$ cat config.mk
export PLATFORM = sky130hd
export DESIGN_NAME = btn_input_port
export DESIGN_NICKNAME = d
export VERILOG_FILES = /design/src/rtl/btn_input_port.sv
export SDC_FILE = /design/constraint.sdc
export NUM_CORES = 1
export LEC_CHECK = 0
export BUFFER_PORTS_ARGS = -buffer_cell sky130_fd_sc_hd__buf_2
export CORE_MARGIN = 1.5
export CORE_UTILIZATION = 50
export CTS_CLUSTER_DIAMETER = 100
export DETAILED_ROUTE_END_ITERATION = 7
export PLACE_DENSITY = 0.73
export RECOVER_POWER = 25
export SYNTH_ARGS = -nofsm -noshare
export SYNTH_HDL_FRONTEND = slang
export SYNTH_SLANG_ARGS = --single-unit
export TNS_END_PERCENT = 1
$ cat constraint.sdc
create_clock -name clk_25mhz -period 1.8 [get_ports clk_25mhz]
set_clock_uncertainty 0.1 [all_clocks]
set_input_delay 0.18 -clock clk_25mhz [delete_from_list [all_inputs] [get_ports clk_25mhz]]
set_output_delay 0.18 -clock clk_25mhz [all_outputs]
set_load 0.005 [all_outputs]
$ cat src/rtl/btn_input_port.sv
// btn_input_port: memory-mapped button peripheral.
// Per-button two-flop synchroniser + debounce, press-event latch, CPU
// register window (STATE / EDGE / MASK / RAW) with registered read data.
// Optional feature macro: BTN_IRQ_EN (MASK register and level irq).

// One button lane: synchroniser, debounce counter, accepted level.
module btn_lane #(
  parameter int DEBOUNCE_CYCLES = 250000
) (
  input  logic clk_25mhz,
  input  logic rst_n,
  input  logic btn,
  output logic raw,
  output logic stable,
  output logic rise
);
  localparam int CW = $clog2(DEBOUNCE_CYCLES + 1);
  localparam logic [CW-1:0] CNT_LAST = CW'(DEBOUNCE_CYCLES - 1);

  logic          sync1;
  logic [CW-1:0] cnt;

  // accepted 0->1 change happens on the same edge stable updates
  assign rise = raw && !stable && (cnt == CNT_LAST);

  // sync chain plus debounce: count consecutive cycles away from stable
  always_ff @(posedge clk_25mhz) begin
    if (!rst_n) begin
      sync1  <= 1'b0;
      raw    <= 1'b0;
      stable <= 1'b0;
      cnt    <= '0;
    end else begin
      sync1 <= btn;
      raw   <= sync1;
      if (raw == stable) begin
        cnt <= '0;
      end else if (cnt == CNT_LAST) begin
        stable <= raw;
        cnt    <= '0;
      end else begin
        cnt <= cnt + CW'(1);
      end
    end
  end
endmodule

module btn_input_port #(
  parameter int DEBOUNCE_CYCLES = 250000,
  parameter int NUM_BTN         = 6
) (
  input  logic               clk_25mhz,
  input  logic               rst_n,
  input  logic [NUM_BTN-1:0] btn_i,
  input  logic [1:0]         addr,
  input  logic               re,
  input  logic               we,
  input  logic [31:0]        wdata,
  output logic [31:0]        rdata,
  output logic               irq
);
  typedef enum logic [1:0] {
    REG_STATE = 2'd0,
    REG_EDGE  = 2'd1,
    REG_MASK  = 2'd2,
    REG_RAW   = 2'd3
  } reg_sel_e;

  logic [NUM_BTN-1:0] raw, stable, rise, edges, mask, clr;
  logic [31:0]        rd_val;

  btn_lane #(.DEBOUNCE_CYCLES(DEBOUNCE_CYCLES)) u_lane [NUM_BTN-1:0] (
    .clk_25mhz (clk_25mhz),
    .rst_n     (rst_n),
    .btn       (btn_i),
    .raw       (raw),
    .stable    (stable),
    .rise      (rise)
  );

  assign clr = (we && addr == REG_EDGE) ? wdata[NUM_BTN-1:0] : '0;

  // press latch: W1C clear, a same-cycle press wins over the clear
  always_ff @(posedge clk_25mhz) begin
    if (!rst_n) edges <= '0;
    else        edges <= (edges & ~clr) | rise;
  end

`ifdef BTN_IRQ_EN
  // interrupt mask register
  always_ff @(posedge clk_25mhz) begin
    if (!rst_n)                        mask <= '0;
    else if (we && addr == REG_MASK)   mask <= wdata[NUM_BTN-1:0];
  end

  // level irq, registered from the current latch and mask
  always_ff @(posedge clk_25mhz) begin
    if (!rst_n) irq <= 1'b0;
    else        irq <= |(edges & mask);
  end
`else
  assign mask = '0;
  assign irq  = 1'b0;
`endif

  // register read mux; sees pre-write values when re and we coincide
  always_comb begin
    rd_val = '0;
    case (reg_sel_e'(addr))
      REG_STATE: rd_val = 32'(stable);
      REG_EDGE:  rd_val = 32'(edges);
      REG_MASK:  rd_val = 32'(mask);
      REG_RAW:   rd_val = 32'(raw);
      default:   rd_val = '0;
    endcase
  end

  // registered read data, held while re is low
  always_ff @(posedge clk_25mhz) begin
    if (!rst_n)  rdata <= '0;
    else if (re) rdata <= rd_val;
  end
endmodule

After elaboration in Yosys (flattened, before gate mapping):

Index checks and enable logic that the tools add are counted.

* register bits after elaboration: 164
* bits of input ports: 44
* output and inout bits: 33
* word-level logic and storage cells: 91

* bitwise operators: 10
* $add $sub $neg: 6
* multiplexer cells: 2
* reduce and logical (&&, ||, !) cells: 32
* equal/unequal tests: 15

Operators with widths (count)
* $pmux 32 s4: 1
* $add 18x1->18 const B: 6
* $eq 18x18->1 const B: 6
* $reduce_or 3->1: 6
* $logic_and 1x1->1: 13
* $reduce_and 2->1: 6
* $not 1->1: 7
* $and 6x6->6: 1
* $eq 1x1->1: 6
* $logic_not 1->1: 6
* $mux 6: 1
* $not 6->6: 1
* $or 6x6->6: 1
* $eq 2x2->1 const B: 2
* $eq 2x1->1 const B: 1
* $logic_not 2->1: 1

Depth between registers and ports, before layout:

Gate-level depths: netlist of the first run.

* word-level depth: 6
* gate-level depth with buffers: 7
* gate-level depth less buffers: 5

Hierarchy:

Synthesis of the first run repeated with hierarchy kept, for this count alone.

* cells, all modules: 737
* area, all modules: 6528.8 um2

By module, submodules not included
* btn_lane: cells an instance 107, area an instance 960.9 um2, sequential area each 420.4 um2, times used 6
* btn_input_port: cells an instance 95, area an instance 763.2 um2, sequential area each 240.2 um2, times used 1

Worst setup path before layout of the first run:

Ideal clock, no wire load.

* kind: register to register
* start point: register u_lane[2].cnt[13]
* end point: register u_lane[2].cnt[10]
* arrival: 1777 ps
* stages on the path, launching flop included: 6
* setup slack: -194 ps
* path through: dfxtp_1 or4b_1 or3_4 o21ai_2 buf_2 nor2_1

* cells in the longest elaborated chain, start to end: 2

Ends and longest elaborated chain
* start, declared: RTL line 21 `logic [CW-1:0] cnt;`
* start signal, assigned: RTL line 42 `cnt <= cnt + CW'(1);`
* $eq 18x18->1: RTL line 38 `end else if (cnt == CNT_LAST) begin`
* $reduce_or 3->1 (no source line)

No other way between the ends.
A chain may end at the register's enable or synchronous reset.

Worst setup path after layout of the first run:

* start point: register u_lane[2].cnt[5]
* end point: register u_lane[2].stable

* cells in the longest elaborated chain, start to end: 2

Ends and longest elaborated chain
* $eq 18x18->1: RTL line 38
* $reduce_and 2->1 (no source line)
* end signal, assigned: RTL line 39 `stable <= raw;`
* end, declared: RTL line 14 `output logic stable,`

No other way between the ends.

==> results of run 1 <==
==> area by class of cell <==
cell class,count,area share
Inverter,33,0.0160
Sequential cell,138,0.358
Timing Repair Buffer,93,0.0893
Tap cell,168,0.0272
Multi-Input combinational cell,536,0.426
Clock buffer,25,0.0655
Clock inverter,7,0.0175
==> how the worst max path moves through the flow <==
stage,startpoint,to,cells past startpoint
2_1_floorplan,u_lane[2].cnt[7],u_lane[2].stable,4
3_3_place_gp,u_lane[2].cnt[10],u_lane[2].stable,4
3_5_place_dp,u_lane[2].cnt[10],u_lane[2].stable,4
4_1_cts,u_lane[2].cnt[5],u_lane[2].stable,4
5_1_grt,u_lane[2].cnt[5],u_lane[2].stable,4
6_report,u_lane[2].cnt[5],u_lane[2].stable,4
==> metal layers <==
layer,GRT usage,part of all wire
met5,0,0
met4,0.0881,0.018
met3,0.0622,0.042
met2,0.367,0.51
met1,0.239,0.43
==> per-stage QoR <==
stage | setup WS [ns] | util | cells | hold WS, ns
after floorplan | -0.162 | - | 752 | 0.207
after global placement | -0.156 | 0.571 | 958 | 0.291
after detailed placement | -0.159 | 0.571 | 958 | 0.291
after CTS | -0.155 | 0.634 | 1000 | 0.0136
after global routing | -0.220 | 0.637 | 1000 | 0.0268
final | -0.160 | 0.637 | 1000 | 0.0271
==> synth_stat cells (all sizes together), types with 3 or more instances <==
cell,n,area share
o311ai,3,0.0042
buf,29,0.034
and2,13,0.013
a21oi,8,0.0064
xnor2,73,0.10
and4,3,0.0042
dfxtp,138,0.44
and3,8,0.0080
or4,4,0.0048
a22oi,6,0.0072
a31o,7,0.0098
mux2,6,0.011
xor2,13,0.018
inv,33,0.020
a211oi,6,0.0072
o31ai,3,0.0036
nor2b,3,0.0030
o41ai,3,0.0042
nor3,31,0.025
nand2,39,0.023
nand4,33,0.033
ha,12,0.024
nor4b,5,0.0070
nor4,36,0.036
nand3,36,0.029
nor2,129,0.077
mux2i,4,0.0064
o21ai,7,0.0062
clkbuf,16,0.0096
==> flip-flops by register name, indices dropped and copies added (netlist names) <==
register / cells
u_lane.cnt: 108
u_lane.raw: 6
edges: 6
rdata: 6
u_lane.stable: 6
u_lane.sync1: 6
==> logic make-up (layout without fill, tap and decap cells) <==
group                      count (synthesis)  count (layout)
and+or+nand+nor                          350             350
other                                      1              27
xor gates and xnor gates                  86              86
DFF                                      138             138
buffers and inverters                     78             158
AOI/OAI and AO/OA                         51              51
adders and majority gates                 12              12
muxes                                     10              10
==> power groups by stage <==
stage               clock network, uW  logic [uW]  registers, uW
finish                           3710         170           3090
global route                     3920         192           3090
CTS                              3780         171           3090
detailed placement                  0         153           3160
global placement                    0         148           3160
floorplan                           0         129           3160
==> timing repair <==
action | 4_1_cts | 5_1_grt
endpoints found under the setup margin | 22 | 69
hold buffers | 10 | 0
cloned | 0 | 0
pin swaps | 1 | 5
gates resized for setup | 5 | 12
endpoints found under the hold margin | 10 | 0
==> key figures, run 1 <==
Setup path
  – Crit-path max cell delay: between 0.4 and 0.5 ns
  – Setup CP Type: flop to flop
  – Cell family with most CP delay: simple AND/OR/NAND/NOR gates
  – Worst path required time: approximately 2 ns
  – Critical-path cell list: or4bb_1 > or3_4 > or4b_1 > a21oi_1
  – Buf/Inv on CP: 0
  – CP max FO: 2
  – R2R depth: 4
  – Worst r2r dst: u_lane[2].stable
  – Slowest-stage cell, CP: or4bb_1
  – Worst R2R Setup Slack: -0.16 ns
  – R2R Path Start: u_lane[2].cnt[5]
  – Worst Path Arrival: 2.21 ns
  – CP endpoint kind: flop
  – Startpoint Class: flop

Layout
  – Area grow syn2layout: 22.9%
  – Most common cell after layout, fill and taps aside: dfxtp_1
  – Fill cells: between 1000 and 1500
  – Final instance area: 7720 um^2
  – Highest-count cells in the layout ignoring fill and taps: dfxtp_1 (135), nor2_1 (129), xnor2_1 (73)
  – Sequential cell area: between 2000 and 3000 um^2
  – Fin nets: about 900
  – Area of the multi-input gates: between 3000 and 4000 um^2
  – Layout cells sized above 1: 0.166
  – Antenna diode count: 0

Place
  – PortBufs: 23
  – Routability Congestion: a little under 0.9
  – DP HPWL: 9.37 mm
  – Dpl cell area: 6920 um^2

Global route
  – Vias in the first global route: 5144
  – Grt ovf: 0
  – Largest net degree at the start of global routing: 33
  – Initial antenna violation count: 0
  – Total track usage: 0.210
  – Global-route wire length before repair: roughly 22 mm

Pwr
  – Int Pwr: between 5000 and 6000 uW
  – Logic pwr share: 0.024
  – Peak supply drop: 1.03 mV
  – Clock share of power: 0.532
  – Sw frac: 0.190
  – Net Sw Power: roughly 1300 uW
  – Flop pwr share: 0.444
  – P_leak: about 0.0025 uW
  – Pwr/cell area: roughly 900 nW/um^2
  – Pwr Total: approximately 7000 uW

Floorplan
  – Die area: around 13000 um^2
  – Die X: between 100 and 150 um
  – Row cnt: 40
  – Core area: about 12000 um^2
  – # IOs: between 70 and 80
  – Die Ht: around 120 um
  – Initial Util: 0.518

Clocking
  – Root Driver: clkbuf_16
  – CTS tree: yes
  – H-tree levels: 4
  – CTS Buf Count: 17
  – Clk_lat worst skew: between 0.4 and 0.5 ns
  – Post-CTS Setup Bufs: 0
  – Clock Sinks: around 140
  – Buffer depth of the longest clock path: 2
  – Clk slew on worst S/H paths: 0.06 ns

Yosys
  – Post-synth cell types: 47
  – Post-Synth Simple-Gate Area: 0.276
  – Post-Synth Adder-Cell Area: 0.0239
  – Sequential share of the synthesized area: 0.440
  – Synth Area per Inst: 8.65 um^2
  – Post-Syn Area: 6280 um^2
  – Yosys synthesis warning count: 0
  – Post-synthesis instance total: approximately 730
  – Async SR Flop Fraction: 0
  – EDFF count, synth: 0
  – Post-Synth XOR/XNOR Area: 0.120
  – Post-synthesis mux area share: 0.0171
  – Synth Area in Compound Gates: 0.0592
  – Post-synth top flop: dfxtp_1
  – Yosys reg bits: 138
  – Largest family of logic cells by synthesized area: simple AND/OR/NAND/NOR gates

Timing
  – Fin crit share: 1.09
  – Setup ws final: -0.160 ns
  – RSZ-0062 raised after global routing: true
  – Final setup TNS: -2.15 ns
  – Final slew viol count: 0
  – Final hold vios: 0
  – Final setup fails: 19
  – Minimum clock period: a little under 2 ns
  – FMAX: 510 MHz

Route
  – Drt pass-1 iters: 5
  – Final WL: between 10 and 15 mm
  – Detail Route Antenna Nets: 0
  – Vias per cell: ~5.3
  – Post-route DRC violation count: 0
  – Vias: about 5300
  – Initial DRC count: about 260
  – Routed len/inst: between 10 and 15 um

Worst hold path
  – WHS Endpoint: rdata[0]
  – Hold Path Origin: re
  – Hold path depth: 2
  – Worst min-delay path class: input pin to flop

Flow run
  – Max_cap viols: 0

Outcome
  – Failing checks: negative setup slack
  – Status: finished with violations
Power figures use the tool's default switching activity.
==> run 2, diff against run 1 <==
==> constraint.sdc (replaced) <==
create_clock -name clk_25mhz -period 1.8 [get_ports clk_25mhz]
set_clock_uncertainty 0.1 [all_clocks]
set_input_delay 0.27 -clock clk_25mhz [delete_from_list [all_inputs] [get_ports clk_25mhz]]
set_output_delay 0.27 -clock clk_25mhz [all_outputs]
set_load 0.005 [all_outputs]
==> key figures, run 2 (same netlist as run 1, synthesis figures left out) <==
Outcome
  – Status: finished with violations
  – Failing checks: negative setup slack

Setup path
  – Slowest-stage cell, CP: or4bb_1
  – Setup CP Type: flop to flop
  – WP depth: 4 (unchanged)
  – Crit-path max cell delay: 0.49 ns (about the same)
  – R2R Path Start: u_lane[2].cnt[10]
  – Worst Path Arrival: 2.24 ns (+0.03 ns)
  – CP max FO: 3 (+1)
  – R2R depth: 4 (unchanged)
  – CP endpoint kind: flop
  – Critical-path cell list: or4bb_1 > or3_4 > or4b_4 > a21oi_2
  – Worst R2R Setup Slack: -0.18 ns (-0.02 ns)
  – Cell family with most CP delay: simple AND/OR/NAND/NOR gates
  – Startpoint Class: flop
  – Buf/Inv on CP: 0 (unchanged)
  – Worst r2r dst: u_lane[2].stable
  – Worst path required time: 2.05 ns (about the same)

Pwr
  – Clock share of power: 0.526 (-0.006)
  – Sw frac: 0.205 (+0.0147)
  – Net Sw Power: 1410 uW (+6.1%)
  – Flop pwr share: 0.450 (+0.006)
  – Pwr Total: 6870 uW (-1.5%)
  – Pwr/cell area: 902 nW/um^2 (-0.15%)
  – Int Pwr: 5460 uW (-3.3%)
  – Logic pwr share: 0.024 (about the same)
  – Peak supply drop: 0.984 mV (-4.6%)
  – P_leak: 0.00245 uW (-2.8%)

Route
  – Final WL: 12.8 mm (-1.2%)
  – Vias: 5235 (-1.3%)
  – Detail Route Antenna Nets: 0 (unchanged)
  – Initial DRC count: 247 (-3.1%)
  – Vias per cell: 5.28 (-0.50%)
  – Routed len/inst: 12.9 um (-0.40%)
  – Post-route DRC violation count: 0 (unchanged)
  – Drt pass-1 iters: 5 (unchanged)

Layout
  – Most common cell after layout, fill and taps aside: dfxtp_1
  – Highest-count cells in the layout ignoring fill and taps: dfxtp_1 (133), nor2_1 (129), xnor2_1 (73)
  – Final instance area: 7620 um^2 (-1.3%)
  – Area grow syn2layout: 21.3%
  – Layout cells sized above 1: 0.166 (+0.000599)
  – Max reg flops: 108 (unchanged)
  – Fin nets: 866 (-1.0%)
  – Final non-filler cell total: 992 (-0.80%)
  – Fill cells: 1030 (+1.2%)
  – Most flop-heavy register: u_lane.cnt

Timing
  – Fin crit share: 1.10 (+0.0136)
  – RSZ-0062 raised after global routing: true
  – FMAX: 504 MHz (-1.2%)
  – Final hold vios: 0 (unchanged)
  – Hold Slack: 0.0739 ns (+0.0468 ns)
  – Minimum clock period: 1.98 ns (+0.0245 ns)
  – Final slew viol count: 0 (unchanged)
  – Final setup fails: 19 (unchanged)
  – Setup ws final: -0.185 ns (-0.0245 ns)

Clocking
  – Clk_lat worst skew: 0.42 ns (about the same)
  – Root Driver: clkbuf_16
  – H-tree levels: 4 (unchanged)
  – Buffer depth of the longest clock path: 2 (unchanged)
  – CTS Buf Count: 17 (unchanged)
  – CTS tree: yes
  – Clk slew on worst S/H paths: 0.06 ns (about the same)
  – Clock Sinks: 138 (unchanged)

Worst hold path
  – Worst min-delay path class: input pin to flop
  – Hold Path Origin: wdata[1]
  – WHS Endpoint: edges[1]
  – Hold path depth: 3 (+1)

Floorplan
  – Initial Util: 0.518 (unchanged)
  – Die X: 115 um (unchanged)
  – Die Ht: 115 um (unchanged)
  – # IOs: 77 (unchanged)
  – Row cnt: 40 (unchanged)
  – Die area: 13200 um^2 (unchanged)
  – Core area: 12100 um^2 (unchanged)

Global route
  – Largest net degree at the start of global routing: 33 (unchanged)
  – Grt ovf: 0 (unchanged)
  – Vias in the first global route: 5027 (-2.3%)
  – Global-route wire length before repair: 22.1 mm (about the same)
  – Initial antenna violation count: 1 (+1)
  – Total track usage: 0.209 (-0.000436)

Flow run
  – Max_cap viols: 0 (unchanged)

Place
  – DP HPWL: 9.09 mm (-3.0%)
  – PortBufs: 23 (unchanged)
  – Dpl cell area: 6880 um^2 (-0.54%)
  – Placed insts: 953 (-0.52%)
  – Routability Congestion: 0.887 (+1.9%)
-- run 2: cell count changes in the layout (fill, tap and decap cells not counted), sizes merged --
cell and change:
buf -8, clkinvlp +5, dlygate4sd3 -4, bufinv -1, clkbuf -1, diode +1
-- run 2: worst register-to-register path: cells and delay by family (launching register included) --
kind | cells | cell delay, ns
and+or+nand+nor | 3 | 1.38
DFF | 1 | 0.32
AOI/OAI and AO/OA | 1 | 0.13
-- run 2: timing repair --
action	4_1_cts	5_1_grt
hold buffers	6	0
endpoints found under the hold margin	6	0
endpoints found under the setup margin	21	84
pin swaps	1	1
gates resized for setup	4	15
setup buffers	0	0
-- run 2: cell type report --
class | instances | area, um^2 | area share
Antenna cell | 1 | 2.50 | 0.000329
Clock buffer | 21 | 480 | 0.0631
Clock inverter | 11 | 143 | 0.0187
Inverter | 33 | 124 | 0.0163
Multi-Input combinational cell | 536 | 3270 | 0.430
Sequential cell | 138 | 2770 | 0.364
Tap cell | 168 | 210 | 0.0276
Timing Repair Buffer | 84 | 614 | 0.0807
-- run 2: power groups by stage --
| stage | Combinational, uW | Sequential, uW | Clock (uW) |
|---|---|---|---|
| global route | 186 | 3090 | 3800 |
| floorplan | 129 | 3160 | 0 |
| global placement | 149 | 3160 | 0 |
| detailed placement | 153 | 3160 | 0 |
| finish | 165 | 3090 | 3610 |
| CTS | 165 | 3090 | 3650 |
-- run 2: worst max path at each step --
stage                      startpoint                to  slack (ns)
finish              u_lane[2].cnt[10]  u_lane[2].stable       -0.18
global route        u_lane[2].cnt[10]  u_lane[2].stable       -0.25
CTS                 u_lane[2].cnt[10]  u_lane[2].stable       -0.21
detailed placement  u_lane[2].cnt[10]  u_lane[2].stable       -0.17
global placement    u_lane[2].cnt[10]  u_lane[2].stable       -0.15
floorplan            u_lane[2].cnt[7]  u_lane[2].stable       -0.16
-- run 2: stage by stage --
| step | TNS (ns) | utilization | worst slack (ns) |
|---|---|---|---|
| 2_1_floorplan | -5.68 | - | -0.162 |
| 3_3_place_gp | -1.84 | 0.568 | -0.152 |
| 3_5_place_dp | -2.17 | 0.568 | -0.167 |
| 4_1_cts | -2.39 | 0.626 | -0.213 |
| 5_1_grt | -4.51 | 0.629 | -0.253 |
| 6_report | -2.33 | 0.629 | -0.185 |
-- run 2: metal layers --
| metal | wire, um | global-route usage | part of all wire | up-vias |
|---|---|---|---|---|
| li1 | - | - | - | 2647 |
| met1 | 5680 | 0.246 | 0.44 | 2488 |
| met2 | 6400 | 0.366 | 0.50 | 87 |
| met3 | 572 | 0.0675 | 0.045 | 13 |
| met4 | 133 | 0.0626 | 0.010 | 0 |
| met5 | 0 | 0 | 0 | - |
